==> src/rtl/ps_arb_pkg.sv <==
// Shared types and helpers for the ps_if round-robin arbiter.
package ps_arb_pkg;

  typedef enum logic [1:0] {WR_IDLE, WR_GRANT, WR_WAIT_RESP} wr_state_e;
  typedef enum logic       {RD_IDLE, RD_BUSY}                rd_state_e;

  // Requester index k positions after base, wrapping at n.
  function automatic int rr_idx(input int base, input int k, input int n);
    return (base + k >= n) ? base + k - n : base + k;
  endfunction

endpackage

==> src/rtl/ps_rr_picker.sv <==
// Combinational round-robin pick: first request at/after ptr, wrapping.
module ps_rr_picker
  import ps_arb_pkg::*;
#(
  parameter  int N  = 4,
  localparam int IW = $clog2(N)
) (
  input  logic [N-1:0]  i_req,
  input  logic [IW-1:0] i_ptr,
  output logic [N-1:0]  o_grant,
  output logic [IW-1:0] o_idx,
  output logic          o_any
);

  logic [IW-1:0] w_j;

  always_comb begin
    o_grant = '0;
    o_idx   = '0;
    o_any   = 1'b0;
    w_j     = '0;
    for (int k = 0; k < N; k++) begin
      w_j = IW'(rr_idx(32'(i_ptr), k, N));
      if (!o_any && i_req[w_j]) begin
        o_any        = 1'b1;
        o_grant[w_j] = 1'b1;
        o_idx        = w_j;
      end
    end
  end

endmodule

==> src/rtl/ps_arbiter.sv <==
// Shares one ps_if slave among NUM_REQ requesters; independent round-robin
// write and read channels, one outstanding transaction per channel.
module ps_arbiter
  import ps_arb_pkg::*;
#(
  parameter  int NUM_REQ    = 4,
  parameter  int DEPTH      = 32,
  parameter  int DATA_WIDTH = 32,
  parameter  bit WRESP_EN   = 1'b1,
  localparam int ADDR_WIDTH = $clog2(DEPTH)
) (
  input  logic                          clk,
  input  logic                          rst_n,
  input  logic [NUM_REQ*ADDR_WIDTH-1:0] s_waddr,
  input  logic [NUM_REQ*DATA_WIDTH-1:0] s_wdata,
  input  logic [NUM_REQ-1:0]            s_wvalid,
  output logic [NUM_REQ-1:0]            s_wready,
  output logic [NUM_REQ-1:0]            s_wresp,
  input  logic [NUM_REQ*ADDR_WIDTH-1:0] s_raddr,
  input  logic [NUM_REQ-1:0]            s_arvalid,
  output logic [NUM_REQ*DATA_WIDTH-1:0] s_rdata,
  output logic [NUM_REQ-1:0]            s_rvalid,
  input  logic [NUM_REQ-1:0]            s_rready,
  output logic [ADDR_WIDTH-1:0]         m_waddr,
  output logic [DATA_WIDTH-1:0]         m_wdata,
  output logic                          m_wvalid,
  input  logic                          m_wready,
  input  logic                          m_wresp,
  output logic [ADDR_WIDTH-1:0]         m_raddr,
  output logic                          m_arvalid,
  output logic                          m_rready,
  input  logic [DATA_WIDTH-1:0]         m_rdata,
  input  logic                          m_rvalid
);

  localparam int IW = $clog2(NUM_REQ);

  function automatic logic [IW-1:0] nxt(input logic [IW-1:0] g);
    return (g == IW'(NUM_REQ - 1)) ? '0 : g + 1'b1;
  endfunction

  wr_state_e             r_wst;
  rd_state_e             r_rst;
  logic [IW-1:0]         r_wg, r_wptr, r_rg, r_rptr;
  logic [NUM_REQ-1:0]    r_wgnt, r_rgnt;
  logic [NUM_REQ-1:0]    w_wpick, w_rpick;
  logic [IW-1:0]         w_widx, w_ridx;
  logic                  w_wany, w_rany;
  logic                  w_wsel_valid, w_rsel_valid, w_rsel_rready;
  logic                  w_wdone, w_rdone;

  ps_rr_picker #(.N(NUM_REQ)) u_wpick (
    .i_req(s_wvalid), .i_ptr(r_wptr), .o_grant(w_wpick), .o_idx(w_widx), .o_any(w_wany)
  );
  ps_rr_picker #(.N(NUM_REQ)) u_rpick (
    .i_req(s_arvalid), .i_ptr(r_rptr), .o_grant(w_rpick), .o_idx(w_ridx), .o_any(w_rany)
  );

  // Slice muxes steered by the registered grant index.
  always_comb begin
    m_waddr       = '0;
    m_wdata       = '0;
    m_raddr       = '0;
    w_wsel_valid  = 1'b0;
    w_rsel_valid  = 1'b0;
    w_rsel_rready = 1'b0;
    for (int i = 0; i < NUM_REQ; i++) begin
      if (r_wg == IW'(i)) begin
        m_waddr      = s_waddr[i*ADDR_WIDTH +: ADDR_WIDTH];
        m_wdata      = s_wdata[i*DATA_WIDTH +: DATA_WIDTH];
        w_wsel_valid = s_wvalid[i];
      end
      if (r_rg == IW'(i)) begin
        m_raddr       = s_raddr[i*ADDR_WIDTH +: ADDR_WIDTH];
        w_rsel_valid  = s_arvalid[i];
        w_rsel_rready = s_rready[i];
      end
    end
  end

  assign m_wvalid  = (r_wst == WR_GRANT) && w_wsel_valid;
  assign s_wready  = (r_wst == WR_GRANT)     ? (r_wgnt & {NUM_REQ{m_wready}}) : '0;
  assign s_wresp   = (r_wst == WR_WAIT_RESP) ? (r_wgnt & {NUM_REQ{m_wresp}})  : '0;
  assign w_wdone   = m_wvalid && m_wready;

  assign m_arvalid = (r_rst == RD_BUSY) && w_rsel_valid;
  assign m_rready  = (r_rst == RD_BUSY) && w_rsel_rready;
  assign s_rvalid  = (r_rst == RD_BUSY) ? (r_rgnt & {NUM_REQ{m_rvalid}}) : '0;
  assign s_rdata   = {NUM_REQ{m_rdata}};
  assign w_rdone   = m_rvalid && m_rready;

  always_ff @(posedge clk or negedge rst_n) begin
    if (!rst_n) begin
      r_wst  <= WR_IDLE;
      r_wg   <= '0;
      r_wgnt <= '0;
      r_wptr <= '0;
    end else begin
      case (r_wst)
        WR_IDLE: if (w_wany) begin
          r_wg   <= w_widx;
          r_wgnt <= w_wpick;
          r_wst  <= WR_GRANT;
        end
        WR_GRANT: begin
          if (w_wdone) begin
            r_wptr <= nxt(r_wg);
            r_wst  <= WRESP_EN ? WR_WAIT_RESP : WR_IDLE;
          end else if (!w_wsel_valid) begin
            r_wst  <= WR_IDLE;  // requester withdrew: release, pointer untouched
          end
        end
        WR_WAIT_RESP: if (m_wresp) r_wst <= WR_IDLE;
        default: r_wst <= WR_IDLE;
      endcase
    end
  end

  always_ff @(posedge clk or negedge rst_n) begin
    if (!rst_n) begin
      r_rst  <= RD_IDLE;
      r_rg   <= '0;
      r_rgnt <= '0;
      r_rptr <= '0;
    end else begin
      case (r_rst)
        RD_IDLE: if (w_rany) begin
          r_rg   <= w_ridx;
          r_rgnt <= w_rpick;
          r_rst  <= RD_BUSY;
        end
        RD_BUSY: begin
          if (w_rdone) begin
            r_rptr <= nxt(r_rg);
            r_rst  <= RD_IDLE;
          end else if (!w_rsel_valid) begin
            r_rst  <= RD_IDLE;
          end
        end
        default: r_rst <= RD_IDLE;
      endcase
    end
  end

endmodule

==> config.mk <==
export PLATFORM = sky130hd
export DESIGN_NAME = ps_arbiter
export DESIGN_NICKNAME = d
export VERILOG_FILES = /design/src/rtl/ps_arb_pkg.sv /design/src/rtl/ps_rr_picker.sv /design/src/rtl/ps_arbiter.sv
export SDC_FILE = /design/constraint.sdc
export NUM_CORES = 1
export LEC_CHECK = 0
export CORE_AREA = 4 4 156 158
export CTS_CLUSTER_DIAMETER = 80
export CTS_CLUSTER_SIZE = 30
export DETAILED_ROUTE_END_ITERATION = 12
export DIE_AREA = 0 0 160 162
export SYNTH_ARGS = -nofsm -noshare
export SYNTH_HDL_FRONTEND = slang
export SYNTH_SLANG_ARGS = --single-unit
==> constraint.sdc <==
create_clock -name clk -period 3.2 [get_ports clk]
set_clock_uncertainty 0.2 [all_clocks]
set_input_delay 0.64 -clock clk [delete_from_list [all_inputs] [get_ports clk]]
set_output_delay 0.64 -clock clk [all_outputs]
set_load 0.1 [all_outputs]
Yosys cells after proc, flatten, opt, wreduce, memory -nomap -nowiden
Cells that the tools add are included.
Word-level totals
  register bits: 19
  input port bits: 217
  output and inout bits: 185
  logic and storage cells: 204
Operators by class
  add/subtract/negate cells: 16
  magnitude comparators: 24
  equal/unequal tests: 11
  multiplexer cells: 102
  bitwise logic cells: 10
  reduce and logical (&&, ||, !) cells: 33
Operator list (number)
  two-way mux 32 bit: 4
  two-way mux 2 bit: 22
  two-way mux 4 bit: 11
  two-way mux 5 bit: 8
  two-way mux 1 bit: 39
  less-than comparator 2 x 3 -> 1 bit (second input constant): 8
  OR 4 bit: 6
  logical AND 1 bit: 19
  greater-or-equal comparator 3 bit (second input constant): 6
  binary-select mux 1 bit (select 2 bit): 8
  demux 1 bit (select 2 bit): 8
  greater-or-equal comparator 2 x 1 -> 1 bit (second input constant): 8
  subtractor 2 x 1 -> 2 bit (second input constant): 8
  adder 2 x 2 -> 3 bit (second input constant): 4
  AND 4 bit: 3
  equality test 2 bit (second input constant): 5
  AND reduction 2 bit: 4
  adder 2 x 1 -> 3 bit (second input constant): 2
  equality test 2 x 1 -> 1 bit (second input constant): 3
  greater-or-equal comparator 2 x 3 -> 1 bit (second input constant): 2
  zero test 1 bit: 6
  zero test 2 bit: 3
  case mux 2 bit (3 select lines): 1
  adder 2 x 1 -> 2 bit (second input constant): 2
  other kinds (6): 6

Logic depth before layout (Yosys ltp)
Gate-level depths: netlist (run 1).
  depth after elaboration: 16
  mapped depth: 9
  gate-level depth less buffers: 7

Hierarchy
Synthesis (run 1) repeated with hierarchy kept, for this count alone.
Second synthesis, totals
  cells, all modules: 515
  area total of the unflattened synthesis: 4125.2 um^2
By module, submodules not included
  ps_arbiter: times used 1, cells each 425, area an instance 3281.9 um^2, sequential area each 475.5 um^2
  ps_rr_picker: times used 2, cells each 45, area an instance 421.7 um^2, sequential area each 0.0 um^2

Worst setup path before layout (run 1)
OpenSTA, ideal clock, no wires.
  path type: reg2out
  start point: register r_wg[0]
  end point: output m_wvalid
  data arrival time: 3.250 ns
  data required time: 2.360 ns
  path slack: -0.890 ns
  cell stages (with the launch flop): 7
  buffers on the path: 1
  path through: dfrtp_1 > ha_1 > clkbuf_1 > nor2b_1 > a221oi_1 > o31a_1 > nor3_1
On the way
  longest elaborated chain between the ends: 6
  elaborated cells on any way between the ends: 9
  classes of those cells: eq/ne (3); mux (4); reduce/logical (2)
Ends and longest elaborated chain
  start, declared: line ps_arbiter.sv:44  | logic [IW-1:0] r_wg, r_wptr, r_rg, r_rptr;
  start signal, assigned: line ps_arbiter.sv:101  | r_wg <= w_widx;
  zero test 2 bit: line ps_arbiter.sv:68  | if (r_wg == IW'(i)) begin
  two-way mux 1 bit (3 in a row): line ps_arbiter.sv:68
  two-way mux 1 bit *: line ps_arbiter.sv:68
  logical AND 1 bit *: line ps_arbiter.sv:81  | assign m_wvalid = (r_wst == WR_GRANT) && w_wsel_valid;
  end, declared: line ps_arbiter.sv:26  | output logic m_wvalid,
Every way passes the cells marked *; elsewhere a longest branch is shown, timed or not.

Final worst setup path (run 1)
  start point: input s_wvalid[0]
  end point: output m_wvalid
On the way
  longest elaborated chain between the ends: 5
Ends and longest elaborated chain
  start, declared: line ps_arbiter.sv:16  | input logic [NUM_REQ-1:0] s_wvalid,
  two-way mux 1 bit (4 in a row): line ps_arbiter.sv:68
  logical AND 1 bit: line ps_arbiter.sv:81
Every way passes these cells.

==> metrics.yaml, run 1 <==
root_buffer: "clkbuf_16"
grt-ovfl-total: 0
fin_area_mm2: 0.00703
io_pins: 402
syn_inst: 617
grt_pass1_wl_um: 25400
wire_per_inst_um: 17.1
drv_slew: 0
leakagePower_nw: 2.64
grt_max_degree: 49
crit_type: "in -> out"
cpMaxStageDelayCell: "clkdlybuf4s50_1"
cap_violations: 0
place_inst: 1000
nets: 956
finalCritPeriodShare_pct: 94.3
vias: 4459
start_util_pct: 18.4
hold_path_class: "reg -> reg"
setup_viol: 0
synth_ff_type: "dfrtp_1"
synthesis.area_mm2: 0.00426
outcome: "complete, no violations"
synth_area_per_cell_um2: 6.90
power_density_mw_per_mm2: 1320
whs_path_depth: 2
area_delta_synth_final_pct: 65.2
synthDistinctLibCells: 46
dr.pass1.iters: 5
drt_iter0_drc: 207
dpl_cell_area_mm2: 0.00693
crit_required_ns: 2.36
syn-num-nets: 858
hp-start: "r_wgnt[2]$_DFFE_PN0P_"
setup.reg_to_reg.worst_slack_ns: 0.62
whs_endpoint: "r_wgnt[2]$_DFFE_PN0P_"
cts_setup_buffers: 0
die_x_um: 160
drc: 0
io_buffers: 241
power.total_mw: 9.30
slew_headroom_pct: 47.6
reg2reg_from: "r_rptr[1]$_DFFE_PN0P_"
dp_hpwl_um: 14100
cp_cell_sequence: "clkdlybuf4s50_1, nor2b_1, a221oi_1, o31a_1, nor3_2, buf_4, buf_12"
r2r_end: "r_rgnt[1]$_DFFE_PN0P_"
core_region_area_mm2: 0.0231
synth-edff-count: 0
std_cell_rows: 56
reg2reg_depth: 7
cts_tree: "built"
synthArstFlopShare_pct: 100
ys_warn_count: 0
drt-total-wl_um: 17200
arrival_ns: 2.18
fmax_mhz: 331
cts.path.max_buffers: 2
synth_seq_cells: 19
cts.sink_count: 19
drive_above_1_share_pct: 20.0
totalNegativeSetupSlack_ns: 0
die_area_mm2: 0.0259
hold_viol: 0
grt_pass1_vias: 4452
max_stage_delay_ns: 0.55
clock_latency_ns: 0.25
clkTransAtPathRegs_ns: 0.06
die_y_um: 162
rsz0062_at_grt: "false"
cp_max_fo: 6
final_util_pct: 30.4
period_needed_ns: 3.02
h-tree-depth: 1
hold_buffers: 0
layoutNonFillerInstCount: 1005
routabilityCongestion: 0.803
start_kind: "primary input"
endpoint_kind: "output port"
vdd_drop_max_mv: 0.624
antenna_found_initial: 3
tightest_slew_ns: 0.782
yosysSeqAreaShare_pct: 11.2
ant_nets: 0
cts_buffers: 3
track_usage_pct: 12.1
avgViaCountPerCell: 4.44
critical path, delay by kind of cell:
kind            cells  cell delay (ns)
simple gates        2             0.28
compound gates      2             0.39
buf+inv             3             0.87
layer usage:
layer	GRT usage, %	vias to the layer above	wire, um
li1	-	2208	-
met1	14.4	2038	6820
met2	21.5	157	8640
met3	3.58	52	1260
met4	3.13	4	420
met5	0	-	27
synth_stat cells (3+ instances only):
master,count,area (um2)
mux2_1,6,67.6
o211ai_1,4,30.0
ha_1,24,300
a221o_1,8,80.1
nand2_1,95,357
a221oi_1,3,26.3
a21oi_1,86,430
dfrtp_1,19,475
inv_1,12,45.0
mux4_2,7,158
a22oi_1,10,75.1
o31a_1,3,26.3
nor2_1,16,60.1
nor2b_1,10,62.6
clkbuf_1,36,135
nand2b_1,9,56.3
buf_1,3,11.3
nand3_1,4,20.0
o21ai_0,5,25.0
buf_4,128,961
and3_1,5,31.3
and2_1,8,50.1
o21ai_1,51,255
nand3b_1,38,285
cell usage in the layout, fill, tap and decap left out, types with 2 or more instances in the layout:
cell type        instances
o21ai_4                 10
nor2b_1                  9
o22a_1                   2
ha_4                     2
nand2b_1                 9
mux4_2                   7
ha_2                     2
mux2i_1                  2
nand2_1                 95
o31a_1                   3
o32a_1                   2
buf_12                  60
o21ai_2                 33
nand3b_1                38
ha_1                    20
dfrtp_1                 19
buf_4                   17
clkdlybuf4s50_1        184
a22oi_1                 10
o21ai_0                  5
clkbuf_16                3
nand3_1                  4
o21ai_1                  9
a221o_1                  8
o211ai_1                 4
inv_1                   12
mux2_1                   6
nor4_1                   2
a221oi_1                 3
a21oi_1                 86
and3_1                   5
and2_1                   8
nor2_1                  16
repair_timing:
| action | in CTS | in global routing |
|---|---|---|
| resized for setup | 1 | 1 |
| pin swaps | 0 | 0 |
| endpoints found under the setup margin | 1 | 3 |
state kept, by name, indices dropped and copies added (netlist names):
signal  cells
r_rgnt      4
r_wgnt      4
r_rg        2
r_wg        2
r_wptr      2
r_rptr      2
r_wst       2
r_rst       1
area by class of cell:
type / count / area [um2]
clock buffers: 3 / 75.1
inverters: 13 / 48.8
clock inverters: 1 / 7.51
repair buffers: 262 / 3180
flip-flops and latches: 19 / 475
fillers: 2421 / 16100
diodes: 1 / 2.50
well taps: 290 / 363
multi-input cells: 416 / 2880
stage by stage:
stage	hold WS [ns]	worst slack [ns]
floorplan	0.144	-0.0326
global route	0.381	0.0404
global placement	0.311	0.157
CTS	0.331	0.0300
finish	0.324	0.181
detailed placement	0.314	0.140
logic make-up (layout without fill, tap and decap cells):
group	after synthesis	after routing	share of synthesized area (%)
buffers and inverters	182	279	27.7
AO/OA/AOI/OAI	182	182	24.9
flip-flops	19	19	11.2
other	0	1	0
adder cells (fa/ha/maj)	24	24	7.06
XOR/XNOR	1	1	0.206
multiplexers	15	15	5.76
AND/OR/NAND/NOR	194	194	23.2
worst max-delay path by stage:
| stage | from | to | slack [ns] | cells past startpoint |
|---|---|---|---|---|
| finish | s_wvalid[0] | m_wvalid | 0.18 | 7 |
| global route | r_wg[0]$_DFFE_PN0P_ | m_wdata[0] | 0.04 | 8 |
| CTS | r_wg[0]$_DFFE_PN0P_ | m_wdata[0] | 0.03 | 8 |
| detailed placement | s_wvalid[0] | m_wvalid | 0.14 | 7 |
| global placement | s_wvalid[0] | m_wvalid | 0.16 | 7 |
| floorplan | r_wg[0]$_DFFE_PN0P_ | m_wvalid | -0.03 | 6 |
power breakdown:
part / leakage (nW) / switching (mW) / internal, mW / total [mW]
Clock: 0.0371 / 0.0979 / 0.169 / 0.267
Sequential: 0.234 / 0.118 / 0.360 / 0.478
Combinational: 2.37 / 5.43 / 3.12 / 8.55
Total: 2.64 / 5.65 / 3.65 / 9.30
Power figures use the tool's default switching activity.
==> run 2: changes to the inputs <==
- CTS_CLUSTER_DIAMETER: 80 -> unset
- MAX_ROUTING_LAYER: unset -> met4
==> metrics.yaml, run 2 (same netlist as run 1, synthesis figures left out) <==
hold_buffers: 0
clkTransAtPathRegs_ns: 0.06
endpoint_kind: "output port"
die_y_um: 162
dp_hpwl_um: 14100
cp_max_fo: 6
io_pins: 402
crit_type: "in -> out"
die_area_mm2: 0.0259
dr.pass1.iters: 5
ant_nets: 0
drv_slew: 0
core_region_area_mm2: 0.0231
area_delta_synth_final_pct: 65.3
die_x_um: 160
grt_pass1_vias: 4456
grt_max_degree: 49
hp-start: "r_wgnt[2]$_DFFE_PN0P_"
power.total_mw: 9.31
setup_ws_ns: 0.181
avgViaCountPerCell: 4.43
fillerInstances: 2424
cts.sink_count: 19
root_buffer: "clkbuf_16"
period_needed_ns: 3.02
layout_common_cells: "184 x clkdlybuf4s50_1, 95 x nand2_1, 86 x a21oi_1"
wire_per_inst_um: 17.1
arrival_ns: 2.18
holdWs_ns: 0.324
drt-total-wl_um: 17200
drc: 0
h-tree-depth: 1
routabilityCongestion: 0.814
track_usage_pct: 12.5
slew_headroom_pct: 48.8
io_buffers: 241
cts.path.max_buffers: 2
pre_cts_ws_ns: 0.140
reg_top3: "r_rgnt (4), r_wgnt (4)"
grt_pass1_wl_um: 25400
antenna_found_initial: 3
crit_required_ns: 2.36
place_inst: 1000
reg2reg_from: "r_rptr[1]$_DFFE_PN0P_"
fmax_mhz: 331
setup.reg_to_reg.worst_slack_ns: 0.62
cts_buffers: 3
hold_path_class: "reg -> reg"
hold_viol: 0
std_cell_rows: 56
nets: 956
vias: 4458
leakagePower_nw: 2.64
vdd_drop_max_mv: 0.624
layoutNonFillerInstCount: 1007
power_density_mw_per_mm2: 1320
drt_iter0_drc: 173
drive_above_1_share_pct: 20.0
setup_viol: 0
tightest_slew_ns: 0.765
r2r_end: "r_rgnt[1]$_DFFE_PN0P_"
cap_violations: 0
final_common_cell: "clkdlybuf4s50_1"
clock_latency_ns: 0.25
outcome: "complete, no violations"
whs_path_depth: 2
rsz0062_at_grt: "false"
grt-ovfl-total: 0
finalCritPeriodShare_pct: 94.3
cts_tree: "built"
start_kind: "primary input"
whs_endpoint: "r_wgnt[2]$_DFFE_PN0P_"
final_util_pct: 30.4
reg2reg_depth: 7
start_util_pct: 18.4
-- run 2: layout make-up --
cell class | instances | area, um2 | area share [%]
flip-flops and latches | 19 | 475 | 6.76
repair buffers | 262 | 3180 | 45.2
clock inverters | 1 | 7.51 | 0.107
inverters | 13 | 48.8 | 0.694
diodes | 3 | 7.51 | 0.107
well taps | 290 | 363 | 5.16
multi-input cells | 416 | 2880 | 40.9
clock buffers | 3 | 75.1 | 1.07
-- run 2: per-layer routing --
metal | track usage (%) | routed length (um)
met5 | - | 0
met2 | 21.5 | 8660
met4 | 3.13 | 411
met1 | 14.4 | 6870
met3 | 3.45 | 1260
-- run 2: power by group --
group | total (mW) | switching (mW) | leakage, nW | internal, mW
registers | 0.480 | 0.120 | 0.234 | 0.360
clock network | 0.268 | 0.0987 | 0.0371 | 0.169
logic | 8.56 | 5.44 | 2.37 | 3.12
-- run 2: timing repair --
action | 4_1_cts | 5_1_grt
resized for setup | 1 | 1
endpoints found under the setup margin | 1 | 3
buffers inserted | 0 | 0
-- run 2: worst max path at each step --
| stage | to | cells after the start | start |
|---|---|---|---|
| 2_1_floorplan | m_wvalid | 6 | r_wg[0]$_DFFE_PN0P_ |
| 3_3_place_gp | m_wvalid | 7 | s_wvalid[0] |
| 3_5_place_dp | m_wvalid | 7 | s_wvalid[0] |
| 4_1_cts | m_wdata[0] | 8 | r_wg[0]$_DFFE_PN0P_ |
| 5_1_grt | m_wdata[0] | 8 | r_wg[0]$_DFFE_PN0P_ |
| 6_report | m_wvalid | 7 | s_wvalid[0] |
-- run 2: per-stage QoR --
step / TNS, ns / instance area (um2)
global placement: 0 / 6930
global route: 0 / 7030
finish: 0 / 7030
CTS: 0 / 7020
detailed placement: 0 / 6930
floorplan: -0.0326 / 4500
-- run 2: worst max-delay path: stages --
cell and delay [ns]:
clkdlybuf4s50_1 0.55, nor2b_1 0.16, a221oi_1 0.08, o31a_1 0.31
nor3_2 0.12, buf_4 0.15, buf_12 0.17
==> run 3: changes to the inputs <==
--- a/config.mk
+++ b/config.mk
@@ -11,2 +11,3 @@
 export DIE_AREA = 0 0 160 162
+export HOLD_SLACK_MARGIN = 0.02
 export MAX_ROUTING_LAYER = met4
==> constraint.sdc (replaced) <==
create_clock -name clk -period 3.2 [get_ports clk]
set_clock_uncertainty 0.2 [all_clocks]
set_input_delay 0.48 -clock clk [delete_from_list [all_inputs] [get_ports clk]]
set_output_delay 0.48 -clock clk [all_outputs]
set_load 0.1 [all_outputs]
==> metrics.yaml, run 3 (same netlist as run 1, synthesis figures left out) <==
cap_violations: 0
final_common_cell: "clkdlybuf4s50_1"
grt_pass1_vias: 4261
hold_buffers: 0
arrival_ns: 2.25
cts.sink_count: 19
timing.critical_path.from: "r_wg[1]$_DFFE_PN0P_"
h-tree-depth: 1
crit_required_ns: 2.52
hold_path_class: "reg -> reg"
cpMostUsedCell: "a21oi_1"
die_x_um: 160
nets: 949
drc: 0
clkTransAtPathRegs_ns: 0.06
track_usage_pct: 12.1
avgViaCountPerCell: 4.44
setup_viol: 0
antenna_found_initial: 1
place_inst: 993
totalNegativeSetupSlack_ns: 0
leakagePower_nw: 2.57
ant_nets: 0
power_density_mw_per_mm2: 1330
holdWs_ns: 0.313
crit_type: "reg -> out"
cts.path.max_buffers: 2
drv_slew: 0
fillerInstances: 2436
whs_endpoint: "r_wgnt[2]$_DFFE_PN0P_"
cts_setup_buffers: 0
tightest_slew_ns: 0.897
die_y_um: 162
wire_per_inst_um: 16.7
vdd_drop_max_mv: 0.756
outcome: "complete, no violations"
root_buffer: "clkbuf_16"
start_util_pct: 18.4
finalCritPeriodShare_pct: 91.5
vias: 4436
io_pins: 402
drt-total-wl_um: 16700
reg2reg_from: "r_rptr[1]$_DFFE_PN0P_"
slew_headroom_pct: 40.0
grt-ovfl-total: 0
core_region_area_mm2: 0.0231
layoutNonFillerInstCount: 998
cts_tree: "built"
grt_max_degree: 69
area_delta_synth_final_pct: 59.8
rsz0062_at_grt: "false"
cpMaxStageDelayCell: "dfrtp_1"
dp_hpwl_um: 14000
endpoint_kind: "output port"
drive_above_1_share_pct: 18.7
reg_top3: "r_rgnt (4), r_wgnt (4)"
fmax_mhz: 341
hp-start: "r_wgnt[2]$_DFFE_PN0P_"
start_kind: "flop"
clock_latency_ns: 0.25
reg2reg_depth: 7
r2r_end: "r_rgnt[0]$_DFFE_PN0P_"
routabilityCongestion: 0.829
drt_iter0_drc: 142
cp_cell_sequence: "inv_1, ha_2, buf_4, nand3b_1, a21oi_1, a21oi_1, o21ai_2, buf_12"
setup.reg_to_reg.worst_slack_ns: 0.65
grt_pass1_wl_um: 24400
cts_buffers: 3
die_area_mm2: 0.0259
max_stage_delay_ns: 0.43
period_needed_ns: 2.93
cp_max_fo: 32
io_buffers: 241
hold_viol: 0
std_cell_rows: 56
cts-resized-gates: 0
dr.pass1.iters: 6
layout_common_cells: "184 x clkdlybuf4s50_1, 95 x nand2_1, 86 x a21oi_1"
whs_path_depth: 2
==> run 3: cell types whose count changed in the layout (fill, tap and decap cells not counted), sizes merged <==
| cell | previous run | this run |
|---|---|---|
| clkinvlp | 1 | 0 |
| buf | 78 | 71 |
| diode | 3 | 1 |
| clkbuf | 3 | 4 |
==> run 3: how the worst max path moves through the flow <==
stage                                 to  cells past startpoint
floorplan                     m_raddr[3]                      6
global placement    r_wst[0]$_DFFE_PN0P_                      5
detailed placement  r_wst[0]$_DFFE_PN0P_                      5
CTS                          m_wdata[21]                      7
global route                  m_wdata[8]                      8
finish                        m_wdata[8]                      8
==> run 3: final cells by class <==
type | count | area (um2) | share of cell area [%]
Antenna cell | 1 | 2.50 | 0.0368
Timing Repair Buffer | 255 | 3050 | 44.9
Multi-Input combinational cell | 416 | 2780 | 40.9
Tap cell | 290 | 363 | 5.34
Clock buffer | 4 | 78.8 | 1.16
Sequential cell | 19 | 475 | 6.99
Inverter | 13 | 48.8 | 0.718
==> run 3: critical path, delay by kind of cell, from the launching register on <==
kind,cells,cell delay [ns]
buf+inv,3,0.62
compound gates,3,0.47
simple gates,1,0.16
fa+ha+maj,1,0.29
flops,1,0.43
==> run 3: layer usage <==
layer / wire length (um) / vias to the layer above / global-route usage (%)
met5: 0 / - / -
met2: 8590 / 175 / 21.4
li1: - / 2194 / -
met3: 1430 / 51 / 3.65
met1: 6280 / 2016 / 13.6
met4: 351 / 0 / 2.46
==> run 3: stage by stage <==
stage	util, %	total power [mW]	area (um2)	setup WS, ns
final	29.4	9.04	6800	0.271
after global placement	29.1	8.84	6720	0.347
after detailed placement	29.1	8.87	6720	0.309
after floorplan	-	6.79	4420	0.000637
after CTS	29.4	9.14	6800	0.200
after global routing	29.4	9.51	6800	0.109
==> run 3: report_power, final <==
group          switching (mW)  internal (mW)
clock network          0.0868          0.169
registers               0.113          0.360
logic                    5.35           2.96
